File: config.mk
export PLATFORM = sky130hd
export DESIGN_NAME = ai_template_comparer
export DESIGN_NICKNAME = d
export VERILOG_FILES = /design/src/rtl/ai_cmp_pkg.sv /design/src/rtl/ai_abs_diff.sv /design/src/rtl/ai_template_comparer.sv
export SDC_FILE = /design/constraint.sdc
export NUM_CORES = 1
export LEC_CHECK = 0
export BUFFER_PORTS_ARGS = -buffer_cell sky130_fd_sc_hd__clkbuf_2
export CAP_MARGIN = 5
export CORE_MARGIN = 2
export CORE_UTILIZATION = 45
export CTS_CLUSTER_SIZE = 40
export DETAILED_ROUTE_END_ITERATION = 10
export GPL_TIMING_DRIVEN = 1
export PLACE_DENSITY = 0.65
export SETUP_SLACK_MARGIN = 0.05
export SLEW_MARGIN = 20
export SYNTH_ARGS = -nofsm -noshare
export SYNTH_HDL_FRONTEND = slang
export SYNTH_SLANG_ARGS = --single-unit
File: constraint.sdc
create_clock -name clk -period 10.2 [get_ports clk]
set_input_delay 1.02 -clock clk [delete_from_list [all_inputs] [get_ports clk]]
set_output_delay 1.02 -clock clk [all_outputs]
set_load 0.01 [all_outputs]
File: src/rtl/ai_cmp_pkg.sv
// Shared types and sizing helpers for the template-comparer lanes.
package ai_cmp_pkg;

  // Sequencer states of one comparer lane.
  typedef enum logic [2:0] {
    IDLE,
    RUN,
    DRAIN,
    CMP,
    DONE
  } cmp_state_t;

  // Default widths used when a lane is instantiated without overrides.
  localparam int DEF_FEAT_W  = 16;
  localparam int DEF_ACC_W   = 32;
  localparam int DEF_N_FEAT  = 64;
  localparam int DEF_N_TEMPL = 8;

  // Template RAM address width: one word per (template, sample) pair.
  function automatic int tmpl_addr_w(input int n_feat, input int n_templ);
    return $clog2(n_feat * n_templ);
  endfunction

  // Template index width; a single-template bank still needs one bit.
  function automatic int idx_w(input int n_templ);
    return (n_templ > 1) ? $clog2(n_templ) : 1;
  endfunction

endpackage

File: src/rtl/ai_abs_diff.sv
// Combinational |a - b| of two signed samples; result is unsigned, W+1 bits.
module ai_abs_diff #(
  parameter int W = 16
) (
  input  logic signed [W-1:0] a,
  input  logic signed [W-1:0] b,
  output logic        [W:0]   y
);

  logic signed [W:0] diff;

  // Difference of sign-extended operands cannot overflow W+1 bits, and its
  // magnitude (at most 2^W - 1) fits the unsigned W+1-bit result.
  always_comb begin
    diff = {a[W-1], a} - {b[W-1], b};
    y    = diff[W] ? (~diff + 1'b1) : diff;
  end

endmodule

File: src/rtl/ai_template_comparer.sv
// One comparer lane: SAD of a feature vector against every template of a bank,
// tracking the lowest score and its template index.
module ai_template_comparer
  import ai_cmp_pkg::*;
#(
  parameter int FEAT_W  = DEF_FEAT_W,
  parameter int N_FEAT  = DEF_N_FEAT,
  parameter int N_TEMPL = DEF_N_TEMPL,
  parameter int ACC_W   = DEF_ACC_W,
  localparam int FA_W   = $clog2(N_FEAT),
  localparam int TA_W   = tmpl_addr_w(N_FEAT, N_TEMPL),
  localparam int IDX_W  = idx_w(N_TEMPL)
) (
  input  logic                     clk,
  input  logic                     rst,
  input  logic                     start,
  output logic [FA_W-1:0]          feat_addr,
  input  logic signed [FEAT_W-1:0] feat_data,
  output logic [TA_W-1:0]          tmpl_addr,
  input  logic signed [FEAT_W-1:0] tmpl_data,
  output logic                     busy,
  output logic                     done,
  output logic [IDX_W-1:0]         best_idx,
  output logic [ACC_W-1:0]         best_score
);

  cmp_state_t        state, state_next;
  logic [FA_W-1:0]   i_q;
  logic [IDX_W-1:0]  t_q;
  logic [ACC_W-1:0]  acc_q;
  logic              data_vld_q;
  logic [FEAT_W:0]   abs_d;
  logic [ACC_W:0]    acc_sum;
  logic              last_i;
  logic              last_t;

  assign last_i = (i_q == FA_W'(N_FEAT - 1));
  assign last_t = (t_q == IDX_W'(N_TEMPL - 1));

  ai_abs_diff #(
    .W (FEAT_W)
  ) u_abs_diff (
    .a (feat_data),
    .b (tmpl_data),
    .y (abs_d)
  );

  // State register.
  always_ff @(posedge clk) begin
    // NOTE: sequential state uses non-blocking assignments so every flop
    // samples pre-edge values regardless of block evaluation order.
    if (rst) state <= IDLE;
    else     state <= state_next;
  end

  // Next-state decode.
  always_comb begin
    // NOTE: default first so no path through the case leaves state_next
    // unassigned, which would infer a latch.
    state_next = state;
    unique case (state)
      IDLE:    if (start) state_next = RUN;
      RUN:     if (last_i) state_next = DRAIN;
      DRAIN:   state_next = CMP;
      CMP:     state_next = last_t ? DONE : RUN;
      DONE:    state_next = IDLE;
      default: state_next = IDLE;
    endcase
  end

  // Sample counter i and template counter t.
  always_ff @(posedge clk) begin
    if (rst) begin
      i_q <= '0;
      t_q <= '0;
    end else begin
      unique case (state)
        IDLE: if (start) begin
          i_q <= '0;
          t_q <= '0;
        end
        RUN:  if (!last_i) i_q <= i_q + FA_W'(1);
        CMP: begin
          i_q <= '0;
          if (!last_t) t_q <= t_q + IDX_W'(1);
        end
        default: ;
      endcase
    end
  end

  // RAM data arrives one cycle after the address, so valid trails RUN by one.
  always_ff @(posedge clk) begin
    if (rst) data_vld_q <= 1'b0;
    else     data_vld_q <= (state == RUN);
  end

  // One extra bit catches the carry out of the SAD add for saturation.
  assign acc_sum = {1'b0, acc_q} + (ACC_W + 1)'(abs_d);

  // Saturating SAD accumulator, cleared at start and after each template.
  always_ff @(posedge clk) begin
    if (rst) begin
      acc_q <= '0;
    end else if ((state == IDLE && start) || state == CMP) begin
      acc_q <= '0;
    end else if (data_vld_q) begin
      acc_q <= acc_sum[ACC_W] ? '1 : acc_sum[ACC_W-1:0];
    end
  end

  // Best-result tracking; strict compare keeps the lower index on ties.
  always_ff @(posedge clk) begin
    if (rst) begin
      best_idx   <= '0;
      best_score <= '1;
    end else if (state == CMP && (t_q == '0 || acc_q < best_score)) begin
      best_idx   <= t_q;
      best_score <= acc_q;
    end
  end

  assign busy      = (state != IDLE);
  assign done      = (state == DONE);
  assign feat_addr = i_q;
  assign tmpl_addr = TA_W'({t_q, i_q});

endmodule

==> results by group <==
Final layout
  • Fillers: ~1200
  • Synthesis-to-finish area growth: 13.4%
  • Share of post-route cells with drive strength above 1: 0.152
  • # diodes: 0
  • Post-Layout Inst Area: between 6000 and 7000 um2
  • Nets: approximately 930

Synth
  • Register area share after synthesis: 0.260
  • Mapped Cells: 760
  • FF+latch count, synth: 80
  • Post-synthesis cell area: 6170 um2
  • Mean Syn Cell Area: 8.12 um2
  • Yosys top cell by area: dfxtp_1
  • EDFF count, synth: 0
  • Synth unique cells: 71
  • Syn_nets: 868
  • Ys Warns: 0
  • Yosys top cell area share: 0.260
  • Count leader, synth: nor2_1
  • Area contributors post-synth: dfxtp_1 26%, ha_1 14%, nor2_1 6.3%
  • Most instantiated cells after synthesis: 103 x nor2_1, 80 x dfxtp_1, 71 x ha_1
  • Post-synth ARST share: 0
  • Synth Flop Type: dfxtp_1

STA
  • Setup TNS Final: 0 ps
  • Setup ws final: 4210 ps
  • F_max: approximately 170 MHz
  • Minimum clock period: around 6000 ps
  • Period utilisation layout: 0.587
  • Final setup vio count: 0
  • Final max-slew violation count: 0
  • Max_slew headroom: 0.427
  • Worst Tran Pin Value: around 860 ps
  • RSZ-0062 raised after global routing: false
  • Min Hold Slack: ~480 ps
  • Final Hold Vio Count: 0
  • Worst Clk Skew: approximately 9.3 ps

Hold path
  • Hold EP: best_idx[0]
  • Hold Path Stages: 2
  • Worst min-delay path class: reg -> reg
  • Hold path start: best_idx[0]

Power
  • P_sw: around 0.28 mW
  • PwrDens: roughly 130 nW/um2
  • Net Sw Frac: 0.296
  • VDD IR max: 0.0813 mV
  • Clock share of power: 0.395
  • Leakage power: approximately 3.4 nW
  • Flop pwr share: 0.344
  • Cell Int Power: approximately 0.66 mW
  • Comb power frac: 0.261

Critical path
  • Required @ worst endpoint: about 10000 ps
  • R2r worst-path depth: 11
  • Worst Path Max Fanout: 18
  • Crit Path Category: in -> reg
  • Worst r2r src: acc_q[0]
  • Worst flop-to-flop path endpoint: acc_q[26]
  • CP startpoint kind: input pin
  • CP Data Arrival Time: 6240 ps
  • Crit end category: flip-flop
  • R2R setup slack: between 6000 and 7000 ps

Routing
  • Starting DRT DRC Count: 266
  • Remaining routing DRC violations: 0
  • Post-route antenna net violation count: 0
  • Vias per cell: between 5 and 6
  • DR vias: roughly 5500
  • Routed WL: approximately 14000 um
  • TritonRoute pass-1 iters: 4
  • Routed WL per cell: roughly 14 um

Global route
  • Antenna violations before repair: 0
  • Grt ovf: 0
  • First-pass GRT wire length: ~23000 um
  • Total GRT Usage: 0.190
  • Pin count of the biggest net entering global routing: slightly above 80
  • Vias in the first global route: 4996

Clocking
  • CTS Root Cell: clkbuf_16
  • Post-cts resize count: 0
  • CTS H-Tree Depth: 3
  • # clock sinks: 80
  • Cts hold-fix bufs: 0
  • CTS tree: yes
  • Setup bufs post-CTS: 0
  • Clk buf depth: 2
  • Num CTS Buffers: 9
  • Clock transition at path regs: 60 ps
  • Clk_lat worst skew: 340 ps

Outcome
  • Status: completed

Placement
  • Pre-CTS worst setup slack: roughly 3800 ps
  • Dpl hpwl: roughly 11000 um
  • Placed cell areas: between 6000 and 7000 um2
  • RD Place Congestion: 0.863
  • Port Buf Inserts: 86

Die
  • Floorplan Core Area: between 10000 and 15000 um2
  • Num rows: 42
  • Die height: about 120 um
  • Die width: 121 um
  • Initial Util: 0.464
  • I/O pin count: between 80 and 90
  • Die ar.: approximately 15000 um2

Flow run
  • MaxCap Viol Count: 0
[power by group through the flow]
stage / Clock (mW) / Sequential, mW / Combinational (mW)
floorplan: 0 / 0.327 / 0.200
detailed placement: 0 / 0.331 / 0.245
finish: 0.373 / 0.324 / 0.247
global placement: 0 / 0.331 / 0.237
global route: 0.392 / 0.325 / 0.275
CTS: 0.379 / 0.324 / 0.246
[stage by stage]
step	cells	total power [mW]	util
floorplan	760	0.527	-
global placement	988	0.568	0.500
detailed placement	988	0.576	0.500
CTS	1003	0.949	0.526
global route	1003	0.992	0.526
finish	1003	0.944	0.526
[flip-flops by register name (all words and copies together), names as in the netlist]
name	cells
state	3
t_q	3
best_score	32
feat_addr	6
best_idx	3
data_vld_q	1
acc_q	32
[how the worst max path moves through the flow]
stage,start,to,slack [ps],cells past startpoint
2_1_floorplan,feat_data[0],acc_q[26],4830,21
3_3_place_gp,tmpl_data[7],acc_q[26],4090,19
3_5_place_dp,feat_data[0],acc_q[26],3830,21
4_1_cts,feat_data[0],acc_q[26],4170,21
5_1_grt,feat_data[0],acc_q[26],3620,21
6_report,feat_data[0],acc_q[26],4210,21
[worst max-delay path: stages]
cell       delay [ps]
clkbuf_2           80
inv_1              40
ha_1              180
fa_1              270
nor2b_4            70
o31a_4            310
o31ai_1           290
a21oi_1           160
o21ai_0           310
a31o_2            400
nand2_1           110
o21a_1            130
fa_1              430
nor2b_1           160
o31ai_1           110
a2111oi_0         580
o211ai_1          230
a211oi_2          480
nor2b_1           470
a31oi_1           150
a311oi_1          240
[cell type report]
class / count / area, um2 / area share
Sequential cell: 80 / 1600 / 0.229
Timing Repair Buffer: 88 / 445 / 0.0637
Inverter: 64 / 240 / 0.0343
Clock inverter: 5 / 104 / 0.0148
Multi-Input combinational cell: 580 / 4150 / 0.593
Tap cell: 176 / 220 / 0.0315
Clock buffer: 10 / 239 / 0.0342
[per-layer routing]
layer / global-route usage / wire [um] / vias up
li1: - / - / 2816
met1: 0.260 / 6680 / 2558
met2: 0.310 / 6320 / 124
met3: 0.0301 / 679 / 20
met4: 0.0560 / 238 / 0
met5: 0 / 0 / -
[placed cells by master (no fill, tap or decap), drive strengths merged, types with 5 or more instances in the layout]
| cell type | n |
|---|---|
| and4 | 7 |
| and3 | 10 |
| nor2b | 8 |
| o21a | 5 |
| dfxtp | 80 |
| ha | 71 |
| a21o | 21 |
| inv | 65 |
| clkbuf | 96 |
| o31ai | 10 |
| nor2 | 103 |
| a211oi | 5 |
| nand3 | 10 |
| a311oi | 7 |
| nand2b | 14 |
| xnor2 | 22 |
| mux2i | 38 |
| a21oi | 60 |
| nor3 | 18 |
| a31oi | 8 |
| nand4 | 9 |
| nand2 | 29 |
| xor2 | 22 |
| o21ai | 41 |
| or4 | 5 |
[logic make-up after synthesis]
group | share of synthesized area
adders and majority gates | 0.150
and+or+nand+nor | 0.188
buffers and inverters | 0.0710
DFF | 0.260
xor gates and xnor gates | 0.0637
muxes | 0.0635
AOI/OAI and AO/OA | 0.204
(Power assumes the default switching activity.)
